$ cat src/rtl/pipeline_hazard_ctrl_pkg.sv
// Shared types and constants for the pipeline hazard controller.
// The stage-control bundle orders the enables as the pipeline registers consume them.
package pipeline_hazard_ctrl_pkg;

  typedef enum logic [1:0] {
    RUN      = 2'd0,
    MEM_WAIT = 2'd1,
    FLUSH    = 2'd2,
    ERROR    = 2'd3
  } ctrl_state_e;

  localparam logic [4:0]  REG_ZERO  = 5'd0;
  localparam logic [31:0] NOP_INSTR = 32'h0000_0000;

  typedef struct packed {
    logic pc_write;
    logic ifid_write;
    logic ifid_flush;
    logic idex_write;
    logic idex_bubble;
    logic exmem_write;
  } stage_ctrl_t;

  localparam stage_ctrl_t CTRL_FREEZE = 6'b000000;
  localparam stage_ctrl_t CTRL_PASS   = 6'b110101;
  localparam stage_ctrl_t CTRL_SQUASH = 6'b111111;
  localparam stage_ctrl_t CTRL_LDUSE  = 6'b000111;
  localparam stage_ctrl_t CTRL_ERROR  = 6'b000010;
  localparam stage_ctrl_t CTRL_RESET  = 6'b001010;

endpackage

$ cat src/rtl/pipeline_hazard_ctrl_load_use_detect.sv
// Combinational load-use hazard compare between the load in ID/EX and the
// source operands of the instruction in IF/ID. Register zero never hazards.
module load_use_detect
  import pipeline_hazard_ctrl_pkg::*;
(
  input  logic [4:0] id_rs,
  input  logic [4:0] id_rt,
  input  logic       id_uses_rt,
  input  logic       ex_mem_rd,
  input  logic [4:0] ex_rt,
  output logic       hazard
);

  logic [4:0] src_reg [2];
  logic [1:0] src_used;
  logic [1:0] src_match;

  assign src_reg[0] = id_rs;
  assign src_reg[1] = id_rt;
  assign src_used   = {id_uses_rt, 1'b1};

  generate
    for (genvar gi = 0; gi < 2; gi++) begin : g_src
      assign src_match[gi] = src_used[gi] && (ex_rt == src_reg[gi]);
    end
  endgenerate

  assign hazard = ex_mem_rd && (ex_rt != REG_ZERO) && (|src_match);

endmodule

$ cat src/rtl/pipeline_hazard_ctrl.sv
// Pipeline register sequencing: load-use stall, branch flush, memory freeze
// and sticky memory timeout. Optional counters: PIPELINE_HAZARD_CTRL_PERF_EN.
module pipeline_hazard_ctrl
  import pipeline_hazard_ctrl_pkg::*;
#(
  parameter int MEM_TIMEOUT  = 64,
  parameter int FLUSH_CYCLES = 1
) (
  input  logic       clk,
  input  logic       rst_n,
  input  logic [4:0] id_rs,
  input  logic [4:0] id_rt,
  input  logic       id_uses_rt,
  input  logic       ex_mem_rd,
  input  logic [4:0] ex_rt,
  input  logic       ex_branch_taken,
  input  logic       mem_req,
  input  logic       mem_ready,
  output logic       pc_write,
  output logic       ifid_write,
  output logic       ifid_flush,
  output logic       idex_write,
  output logic       idex_bubble,
  output logic       exmem_write,
  output logic       mem_timeout,
  output logic [1:0] ctrl_state
`ifdef PIPELINE_HAZARD_CTRL_PERF_EN
  ,
  output logic [31:0] stall_cycles,
  output logic [15:0] flush_count,
  output logic [15:0] load_use_count
`endif
);

  localparam int          WAIT_W      = $clog2(MEM_TIMEOUT + 1);
  localparam logic [WAIT_W-1:0] WAIT_LAST = WAIT_W'(MEM_TIMEOUT - 1);
  localparam logic [1:0]  FLUSH_LAST  = 2'(FLUSH_CYCLES - 1);
  localparam bit          MULTI_FLUSH = (FLUSH_CYCLES > 1);

  ctrl_state_e       state_reg, state_next;
  logic [WAIT_W-1:0] wait_cnt_reg, wait_cnt_next;
  logic [1:0]        flush_cnt_reg, flush_cnt_next;
  logic              timeout_reg, timeout_next;

  logic        hazard;
  logic        freeze_req;
  logic        run_freeze;
  logic        branch_acc;
  logic        load_use_acc;
  stage_ctrl_t ctrl;

  load_use_detect u_load_use_detect (
    .id_rs      (id_rs),
    .id_rt      (id_rt),
    .id_uses_rt (id_uses_rt),
    .ex_mem_rd  (ex_mem_rd),
    .ex_rt      (ex_rt),
    .hazard     (hazard)
  );

  assign freeze_req = mem_req && !mem_ready;
  // Once waiting, only mem_ready releases the freeze, whatever mem_req does.
  assign run_freeze = (state_reg == MEM_WAIT) ? !mem_ready : freeze_req;

  always_ff @(posedge clk) begin
    if (!rst_n) begin
      state_reg     <= RUN;
      wait_cnt_reg  <= '0;
      flush_cnt_reg <= '0;
      timeout_reg   <= 1'b0;
    end else begin
      state_reg     <= state_next;
      wait_cnt_reg  <= wait_cnt_next;
      flush_cnt_reg <= flush_cnt_next;
      timeout_reg   <= timeout_next;
    end
  end

  always_comb begin
    state_next     = state_reg;
    wait_cnt_next  = wait_cnt_reg;
    flush_cnt_next = flush_cnt_reg;
    timeout_next   = timeout_reg;
    case (state_reg)
      RUN, MEM_WAIT: begin
        if (run_freeze) begin
          if (state_reg == RUN) begin
            state_next    = MEM_WAIT;
            wait_cnt_next = WAIT_W'(1);
          end else if (wait_cnt_reg == WAIT_LAST) begin
            state_next   = ERROR;
            timeout_next = 1'b1;
          end else begin
            wait_cnt_next = wait_cnt_reg + WAIT_W'(1);
          end
        end else begin
          wait_cnt_next = '0;
          state_next    = RUN;
          if (ex_branch_taken && MULTI_FLUSH) begin
            state_next     = FLUSH;
            flush_cnt_next = 2'd1;
          end
        end
      end
      FLUSH: begin
        if (!freeze_req) begin
          if (flush_cnt_reg == FLUSH_LAST) begin
            state_next     = RUN;
            flush_cnt_next = '0;
          end else begin
            flush_cnt_next = flush_cnt_reg + 2'd1;
          end
        end
      end
      default: state_next = ERROR;
    endcase
  end

  always_comb begin
    ctrl         = CTRL_FREEZE;
    branch_acc   = 1'b0;
    load_use_acc = 1'b0;
    case (state_reg)
      RUN, MEM_WAIT: begin
        // Branch outranks load-use: the dependent instruction is being squashed.
        if (run_freeze) begin
          ctrl = CTRL_FREEZE;
        end else if (ex_branch_taken) begin
          ctrl       = CTRL_SQUASH;
          branch_acc = 1'b1;
        end else if (hazard) begin
          ctrl         = CTRL_LDUSE;
          load_use_acc = 1'b1;
        end else begin
          ctrl = CTRL_PASS;
        end
      end
      FLUSH:   ctrl = freeze_req ? CTRL_FREEZE : CTRL_SQUASH;
      default: ctrl = CTRL_ERROR;
    endcase
    if (!rst_n) begin
      ctrl         = CTRL_RESET;
      branch_acc   = 1'b0;
      load_use_acc = 1'b0;
    end
  end

  assign pc_write    = ctrl.pc_write;
  assign ifid_write  = ctrl.ifid_write;
  assign ifid_flush  = ctrl.ifid_flush;
  assign idex_write  = ctrl.idex_write;
  assign idex_bubble = ctrl.idex_bubble;
  assign exmem_write = ctrl.exmem_write;
  assign mem_timeout = timeout_reg;
  assign ctrl_state  = state_reg;

`ifdef PIPELINE_HAZARD_CTRL_PERF_EN
  logic [31:0] stall_cycles_reg;
  logic [15:0] flush_count_reg;
  logic [15:0] load_use_count_reg;

  always_ff @(posedge clk) begin
    if (!rst_n) begin
      stall_cycles_reg   <= '0;
      flush_count_reg    <= '0;
      load_use_count_reg <= '0;
    end else begin
      if (!ctrl.pc_write && (stall_cycles_reg != '1))
        stall_cycles_reg <= stall_cycles_reg + 32'd1;
      if (branch_acc && (flush_count_reg != '1))
        flush_count_reg <= flush_count_reg + 16'd1;
      if (load_use_acc && (load_use_count_reg != '1))
        load_use_count_reg <= load_use_count_reg + 16'd1;
    end
  end

  assign stall_cycles   = stall_cycles_reg;
  assign flush_count    = flush_count_reg;
  assign load_use_count = load_use_count_reg;
`endif

endmodule

$ cat config.mk
export PLATFORM = sky130hd
export DESIGN_NAME = pipeline_hazard_ctrl
export DESIGN_NICKNAME = d
export VERILOG_FILES = /design/src/rtl/pipeline_hazard_ctrl_pkg.sv /design/src/rtl/pipeline_hazard_ctrl_load_use_detect.sv /design/src/rtl/pipeline_hazard_ctrl.sv
export SDC_FILE = /design/constraint.sdc
export NUM_CORES = 1
export LEC_CHECK = 0
export ABC_AREA = 1
export ABC_CLOCK_PERIOD_IN_PS = 2700
export CAP_MARGIN = 20
export CORE_MARGIN = 5
export CORE_UTILIZATION = 30
export CTS_CLUSTER_SIZE = 12
export DETAILED_ROUTE_END_ITERATION = 6
export PLACE_DENSITY_LB_ADDON = 0.2
export SETUP_SLACK_MARGIN = 0.1
export SYNTH_ARGS = -nofsm -noshare
export SYNTH_HDL_FRONTEND = slang
export SYNTH_SLANG_ARGS = --single-unit
$ cat constraint.sdc
create_clock -name clk -period 2.7 [get_ports clk]
set_input_delay 0.54 -clock clk [delete_from_list [all_inputs] [get_ports clk]]
set_output_delay 0.54 -clock clk [all_outputs]
set_load 0.01 [all_outputs]
-- Yosys cells after proc, flatten, opt, wreduce, memory -nomap -nowiden
Cells that the tools add are included.
- bits in registers: 12
- output and inout port bits: 9
- bits in latches: 0
- word-level logic and storage cells: 48
- memories: 0
- bits in read-only memories: 0
- memory bits (writable): 0
- muxes and demuxes: 17
- $mul: 0
- reduce and logical (&&, ||, !) cells: 14
- shifts and indexed selects: 0
- add/sub/neg operators: 2
- bitwise logic cells: 2
- divide/modulo/power cells: 0
- eq/ne operators: 9
- order comparisons: 0
- operator list (cell ; count):
    6-bit 2-to-1 mux ; 5
    7-bit 2-to-1 mux ; 3
    2-bit 2-to-1 mux ; 6
    6-bit one-hot mux with 2 select lines ; 1
    5-bit equality test ; 2
    7-bit by 1-bit adder with 7-bit output, second input constant ; 1
    7-bit by 6-bit equality test with 1-bit output, second input constant ; 1
    5-bit nonzero test ; 1
    1-bit logical AND ; 4
    2-bit zero test ; 2
    2-bit inequality test, second input constant ; 2
    4-bit inequality test, second input constant ; 1
    2-bit one-hot mux with 2 select lines ; 1
    2-bit AND reduction ; 2
    4-bit AND reduction ; 1
    2-bit OR reduction ; 2
    3-bit inequality test, second input constant ; 1
    3-bit AND reduction ; 1
    2-bit by 1-bit adder with 2-bit output, second input constant ; 1
    2-bit by 1-bit equality test with 1-bit output, second input constant ; 1
    2-bit equality test, second input constant ; 1
    1-bit NOT ; 2
    1-bit zero test ; 1
    1-bit 2-to-1 mux ; 1

-- Depth between registers and ports, before layout
Gate-level depths: netlist (run 1).
- depth in word-level cells: 9
- mapped depth: 10

-- Modules after synthesis
From an unflattened synthesis (run 1), not the netlist that was laid out.
- cell total of the unflattened synthesis: 154
- area total of the unflattened synthesis: 914.6 µm²
- modules (own cells, without submodules) (module ; area each (µm²) ; cells an instance ; times used ; seq. area each (µm²)):
    pipeline_hazard_ctrl ; 708.2 ; 102 ; 1 ; 240.2
    load_use_detect ; 206.4 ; 52 ; 1 ; 0.0

-- Worst setup path after synthesis (run 1)
Ideal clock, no wire load.
- kind: input to output
- start: in mem_ready
- end: out pc_write
- arrival: 1422 ps
- cell stages on the path: 10
- data required time: 2160 ps
- slack: 738 ps
- cells stage by stage: inv_1 nand2_1 inv_1 nor2_2 inv_1 nand2_1 nand2_1 o21bai_1 inv_1 buf_4
- longest elaborated chain between the ends: 6
- elaborated cells between the ends (all ways): 7
- ends and longest elaborated chain (item ; line ; RTL):
    start: declaration ; pipeline_hazard_ctrl.sv:18 ; input logic mem_ready,
    1-bit zero test (*) ; pipeline_hazard_ctrl.sv:61, pipeline_hazard_ctrl.sv:63 ;
    1-bit logical AND ; pipeline_hazard_ctrl.sv:61 ; assign freeze_req = mem_req && !mem_ready;
    1-bit 2-to-1 mux ; pipeline_hazard_ctrl.sv:63 ; assign run_freeze = (state_reg == MEM_WAIT) ? !mem_ready : freeze_req;
    6-bit 2-to-1 mux ; pipeline_hazard_ctrl.sv:126 ; if (run_freeze) begin
    6-bit one-hot mux with 2 select lines (*) ; pipeline_hazard_ctrl.sv:123 ; case (state_reg)
    6-bit 2-to-1 mux (*) ; pipeline_hazard_ctrl.sv:141 ; if (!rst_n) begin
    end: declaration ; pipeline_hazard_ctrl.sv:19 ; output logic pc_write,
Every way passes the cells marked *; elsewhere a longest branch is shown, timed or not.

-- Worst setup path after layout (run 1)
- start: in mem_ready
- end: out ifid_flush
- longest elaborated chain between the ends: 6
- elaborated cells between the ends (all ways): 7
- ends and longest elaborated chain (item ; line ; RTL):
    1-bit zero test (*) ; pipeline_hazard_ctrl.sv:61, pipeline_hazard_ctrl.sv:63 ;
    1-bit logical AND ; pipeline_hazard_ctrl.sv:61 ;
    1-bit 2-to-1 mux ; pipeline_hazard_ctrl.sv:63 ;
    6-bit 2-to-1 mux ; pipeline_hazard_ctrl.sv:126 ;
    6-bit one-hot mux with 2 select lines (*) ; pipeline_hazard_ctrl.sv:123 ;
    6-bit 2-to-1 mux (*) ; pipeline_hazard_ctrl.sv:141 ;
    end: declaration ; pipeline_hazard_ctrl.sv:21 ; output logic ifid_flush,
Marks and branches as above.

==> out/metrics.yaml, run 1 <==
status: "finished clean"
drive_gt1_frac: 0.1263
dp_hpwl_mm: 1.791
crit_arrival_ns: 1.92
vias: 972
stdcell_area_mm2: 0.001300
grt_pass1_vias: 973
areaGrowthSynthToFinish_pct: 43.51
cts_tree: "done"
synthXorXnorAreaFrac: 0.02901
yosysWarnings: 0
gp_congestion: 0.8020
yosysTopAreaCell: "dfxtp_1"
grt_pass1_wl_mm: 3.884
worst_pin_slew_ns: 0.4108
r2r_cells: 7
setup_violations: 0
cap_violations: 0
path_class: "primary input to output port"
dieArea_mm2: 0.004219
fmax_ghz: 0.4060
initial_core_util: 0.3042
synthCells: 153
r2r_start: "wait_cnt_reg[0]"
multi_input_area_um2: 530.5
die_w_um: 64.95
largest_reg_flops: 7
slew_headroom: 0.7251
leakagePower_nw: 0.6921
insertion_delay_ns: 0.27
crit_fanout: 3
routed_wl_mm: 2.127
gr-total-overflow: 0
hold_viol: 0
ant_nets: 0
fin_nets: 216
cts_inserted_buffers: 3
post-place-cells: 219
r2r-end: "wait_cnt_reg[5]"
start_kind: "primary input"
dpl_cell_area_mm2: 0.001272
firstDrtPassIters: 4
path_clk_slew_ns: 0.07
ys_types: 24
synthSimpleGateAreaFrac: 0.3964
clock-root-buffer: "clkbuf_4"
cellPowerDensity_mw_per_mm2: 344.2
grt_usage: 0.1132
synth_fa_ha_area_frac: 0.04144
die_y_um: 64.95
post-route-period-util: 0.9123
final_cells: 223
num_io_pins: 31
synth_fp_nets: 178
grt_max_degree: 10
skew_ns: 0.007994
crit_start: "mem_ready"
cp-endpoint: "ifid_flush"
core_region_area_mm2: 0.002978
ys_ff_latch: 12
netlist_area_um2: 905.9
reg2reg_slack_ns: 1.22
crit_path_end_kind: "output port"
ir_worst_vdd_v: 0.0001686
cts_htree_levels: 1
fin_crit_ns: 2.463
regArea_um2: 240.2
rsz0062_at_grt: "no"
syn_area_per_cell_um2: 5.921
portBuffers: 30
synth_top_family_by_area: "simple AND/OR/NAND/NOR gates"
fillerInstances: 327
drtIter0Drc: 69
antenna_cells: 0
synth_compound_area_frac: 0.1133
synth.area.top_cells: "dfxtp_1 (27%), nand2_1 (23%), inv_1 (13%)"
worstPathRequired_ns: 2.16
routedWlPerCell_um: 9.538
drc_errors: 0
cts.sinks: 12
postCtsSetupRepairBufs: 0
slew_violations: 0
cts_max_path_buffers: 2
muxShareOfSynthArea: 0
synth_top_area_frac: 0.2652
hold_path_class: "flip-flop to flip-flop"
antenna_found_initial: 0
ys_seq_area_frac: 0.2652
detail_route.vias_per_cell: 4.359
rows: 20
-- metal layers --
| layer | wire, µm | track usage |
|---|---|---|
| met4 | 0 | 0.02375 |
| met5 | 0 | 0 |
| met3 | 113 | 0.04159 |
| met1 | 1045 | 0.1403 |
| met2 | 967 | 0.1865 |
-- synthesized netlist by cell type --
cell type	n
o21ai_0	5
o21a_1	1
nand3_2	3
nand2_2	2
nand2_1	56
inv_1	31
buf_2	1
nor2_1	10
xnor2_1	2
buf_4	2
nand3_1	4
ha_1	3
inv_2	1
nor4_1	1
nor2_2	2
a31oi_1	1
nor3_2	1
nand4_1	2
xor2_1	1
o21bai_1	2
dfxtp_1	12
a311oi_1	1
a21oi_1	8
nand3b_1	1
-- power by group --
| group | leakage, nW | switching (mW) | internal (mW) | total [mW] |
|---|---|---|---|---|
| logic | 0.574 | 0.0553 | 0.0619 | 0.117 |
| clock network | 0.0210 | 0.0629 | 0.0819 | 0.145 |
| registers | 0.0971 | 0.00476 | 0.181 | 0.185 |
-- metrics by stage --
stage,hold WS [ns],utilization,setup TNS (ns),power (mW),setup WS (ns)
global placement,0.4531,0.4273,-0.3743,0.3131,-0.1096
floorplan,0.4507,-,0,0.2468,0.7382
finish,0.4687,0.4366,0,0.4475,0.2368
CTS,0.4752,0.4370,0,0.4568,0.1073
global route,0.5075,0.4366,0,0.4811,0.1088
detailed placement,0.4565,0.4273,-0.5184,0.3140,-0.1522
-- logic make-up after synthesis --
group,after synthesis
adder cells (fa/ha/maj),3
flip-flops,12
AND/OR/NAND/NOR,82
XOR/XNOR,3
buffers and inverters,35
AO/OA/AOI/OAI,18
-- how the worst min path moves through the flow --
stage	start	end	slack [ns]	cells after the start
after global routing	mem_timeout	mem_timeout	0.51	1
final	mem_timeout	mem_timeout	0.47	1
after CTS	mem_timeout	mem_timeout	0.48	1
after global placement	mem_timeout	mem_timeout	0.45	1
after floorplan	flush_cnt_reg[1]	flush_cnt_reg[1]	0.45	2
after detailed placement	mem_timeout	mem_timeout	0.46	1
-- cell usage in the layout, fill, tap and decap left out, types with 2 or more instances in the layout --
master	netlist	layout
a21oi_1	8	8
buf_4	2	6
clkbuf_2	0	3
clkbuf_4	0	3
clkdlybuf4s50_1	0	22
dfxtp_1	12	12
dlygate4sd2_1	0	3
dlymetal6s2s_1	0	2
ha_1	3	3
inv_1	31	31
nand2_1	56	55
nand2_2	2	3
nand3_1	4	4
nand3_2	3	3
nand4_1	2	2
nor2_1	10	9
nor2_2	2	3
o21ai_0	5	5
o21bai_1	2	2
xnor2_1	2	2
-- what timing repair did --
action	4_1_cts	5_1_grt
pin swaps	0	1
hold buffers	0	0
gates resized for setup	6	10
endpoints found under the hold margin	0	0
setup endpoints to repair	6	6
-- area by class of cell --
cell class / instances / area share
multi-input cells: 106 / 0.4081
repair buffers: 36 / 0.2551
flip-flops and latches: 12 / 0.1848
inverters: 32 / 0.09240
well taps: 33 / 0.03176
clock buffers: 4 / 0.02791
-- critical path, stage by stage --
cell and delay (ns):
clkdlybuf4s50_1 0.45, inv_1 0.06, nand2_2 0.08, inv_1 0.05, nor2_2 0.11, inv_1 0.08, buf_4 0.13, nand2_1 0.06
nand2_1 0.05, nand2_1 0.04, dlygate4sd2_1 0.27
Note: power is estimated with default switching activity, not from simulation.
==> run 2: changes to the inputs <==
CTS_CLUSTER_SIZE = not set   (was 12)
==> results of run 2 <==
No change in the layout: final DEF, timing and power equal those of run 1.
==> run 3: changes to the inputs <==
CORE_UTILIZATION = 48   (was 30)
==> out/metrics.yaml, run 3 (synthesis results as in run 1) <==
die_w_um: 53.44  # was 64.95 µm
grt_usage: 0.1916  # was 0.1132
crit_fanout: 3  # unchanged
grt_max_degree: 8  # was 10
routed_wl_mm: 2.347  # was 2.127 mm
grt_pass1_wl_mm: 4.015  # was 3.884 mm
ir_worst_vdd_v: 0.0003847  # was 0.0001686 V
setup_violations: 0  # unchanged
detail_route.vias_per_cell: 4.829  # was 4.359
cts.sinks: 12  # unchanged
post-place-cells: 213  # was 219
dp_hpwl_mm: 1.921  # was 1.791 mm
cts_hold_buf: 0  # unchanged
areaGrowthSynthToFinish_pct: 41.99  # was 43.51%
dpl_cell_area_mm2: 0.001277  # was 0.001272 mm²
hold_viol: 0  # unchanged
core_region_area_mm2: 0.001764  # was 0.002978 mm²
dieArea_mm2: 0.002856  # was 0.004219 mm²
antenna_found_initial: 0  # unchanged
r2r_start: "wait_cnt_reg[0]"  # unchanged
slew_headroom: 0.7226  # was 0.7251
final_common_cell: "nand2_1"  # unchanged
portBuffers: 30  # unchanged
rsz0062_at_grt: "no"  # unchanged
worstPathRequired_ns: 2.16  # about the same
cts_inserted_buffers: 3  # unchanged
slew_violations: 0  # unchanged
skew_ns: 0.006213  # was 0.007994 ns
clock-root-buffer: "clkbuf_4"  # unchanged
cap_violations: 0  # unchanged
antenna_cells: 0  # unchanged
fin_crit_ns: 2.474  # was 2.463 ns
p_total_uw: 449.3  # was 447.5 µW
start_kind: "primary input"  # unchanged
worst_pin_slew_ns: 0.4146  # was 0.4108 ns
crit_start: "mem_ready"  # unchanged
firstDrtPassIters: 4  # unchanged
final_cell_mix: "nand2_1 (55), inv_1 (31), clkdlybuf4s50_1 (24)"  # was nand2_1 (55), inv_1 (31), clkdlybuf4s50_1 (22)
insertion_delay_ns: 0.28  # was 0.27 ns
ant_nets: 0  # unchanged
crit_arrival_ns: 1.93  # was 1.92 ns
vias: 1048  # was 972
drive_gt1_frac: 0.1458  # was 0.1263
fmax_ghz: 0.4043  # was 0.4060 GHz
num_io_pins: 31  # unchanged
status: "finished clean"  # unchanged
grt_pass1_vias: 1058  # was 973
routedWlPerCell_um: 10.82  # was 9.538 µm
path_class: "primary input to output port"  # unchanged
cts_htree_levels: 1  # unchanged
pre_cts_ws_ns: -0.1972  # was -0.1522 ns
drc_errors: 0  # unchanged
drtIter0Drc: 34  # was 69
layout_setup_ws_ns: 0.2263  # was 0.2368 ns
hold_path_class: "flip-flop to flip-flop"  # unchanged
stdcell_area_mm2: 0.001286  # was 0.001300 mm²
gp_congestion: 0.8240  # was 0.8020
initial_core_util: 0.5135  # was 0.3042
path_clk_slew_ns: 0.07  # about the same
hold_start: "mem_timeout"  # unchanged
post-route-period-util: 0.9162  # was 0.9123
gr-total-overflow: 0  # unchanged
crit_path_end_kind: "output port"  # unchanged
rows: 15  # was 20
die_y_um: 53.44  # was 64.95 µm
cts_max_path_buffers: 2  # unchanged
final_cells: 217  # was 223
cts_tree: "done"  # unchanged
cellPowerDensity_mw_per_mm2: 349.3  # was 344.2 mW/mm²
fin_nets: 218  # was 216
leakagePower_nw: 0.6783  # was 0.6921 nW
largest_reg_flops: 7  # unchanged
[run 3: cell types whose count changed in the layout (fill, tap and decap cells not counted)]
cell	previous run	this run
clkbuf_2	3	6
dlygate4sd2_1	3	0
buf_4	6	8
clkdlybuf4s50_1	22	24
dlymetal6s2s_1	2	0
nor2_1	9	10
nor2_2	3	2
[run 3: repair_timing]
| action | 4_1_cts | 5_1_grt |
|---|---|---|
| resized for setup | 7 | 12 |
| buffers inserted | 0 | 0 |
| setup endpoints to repair | 6 | 6 |
| pin swaps | 0 | 0 |
[run 3: stage by stage]
step / setup TNS [ns] / hold slack, ns / util
floorplan: 0 / 0.4507 / -
global placement: -0.4410 / 0.4489 / 0.7241
detailed placement: -0.9875 / 0.4662 / 0.7241
CTS: 0 / 0.4831 / 0.7418
global route: 0 / 0.5218 / 0.7291
finish: 0 / 0.4822 / 0.7291
[run 3: worst max-delay path, stage by stage]
cell and delay, ns:
clkdlybuf4s50_1 0.45, inv_1 0.07, nand2_2 0.10, inv_1 0.07
nor2_2 0.13, inv_1 0.08, nand2_1 0.09, nand2_1 0.07
o21bai_1 0.15, inv_1 0.06, clkbuf_2 0.12
[run 3: routing by layer]
layer / up-vias / part of all wire / track usage
li1: 546 / - / -
met1: 463 / 0.41 / 0.2000
met2: 35 / 0.51 / 0.3571
met3: 4 / 0.075 / 0.06197
met4: 0 / 0.0094 / 0.05532
met5: - / 0 / 0
[run 3: power breakdown]
part / internal, mW / switching [mW]
logic: 0.0635 / 0.0574
registers: 0.181 / 0.00485
clock network: 0.0821 / 0.0607
[run 3: path summary, 6_finish.rpt]
kind | endpoint | slack [ns] | cells past startpoint
hold / removal | mem_timeout | 0.48 | 1
setup / recovery | pc_write | 0.23 | 11
hold reg to reg | mem_timeout | 0.48 | 1
setup reg to reg | wait_cnt_reg[1] | 1.24 | 6
[run 3: final cells by class]
type	count	area (µm²)
Sequential cell	12	240.2
Tap cell	25	31.28
Fill cell	155	478.0
Timing Repair Buffer	38	330.3
Clock buffer	4	36.28
Multi-Input combinational cell	106	528.0
Inverter	32	120.1
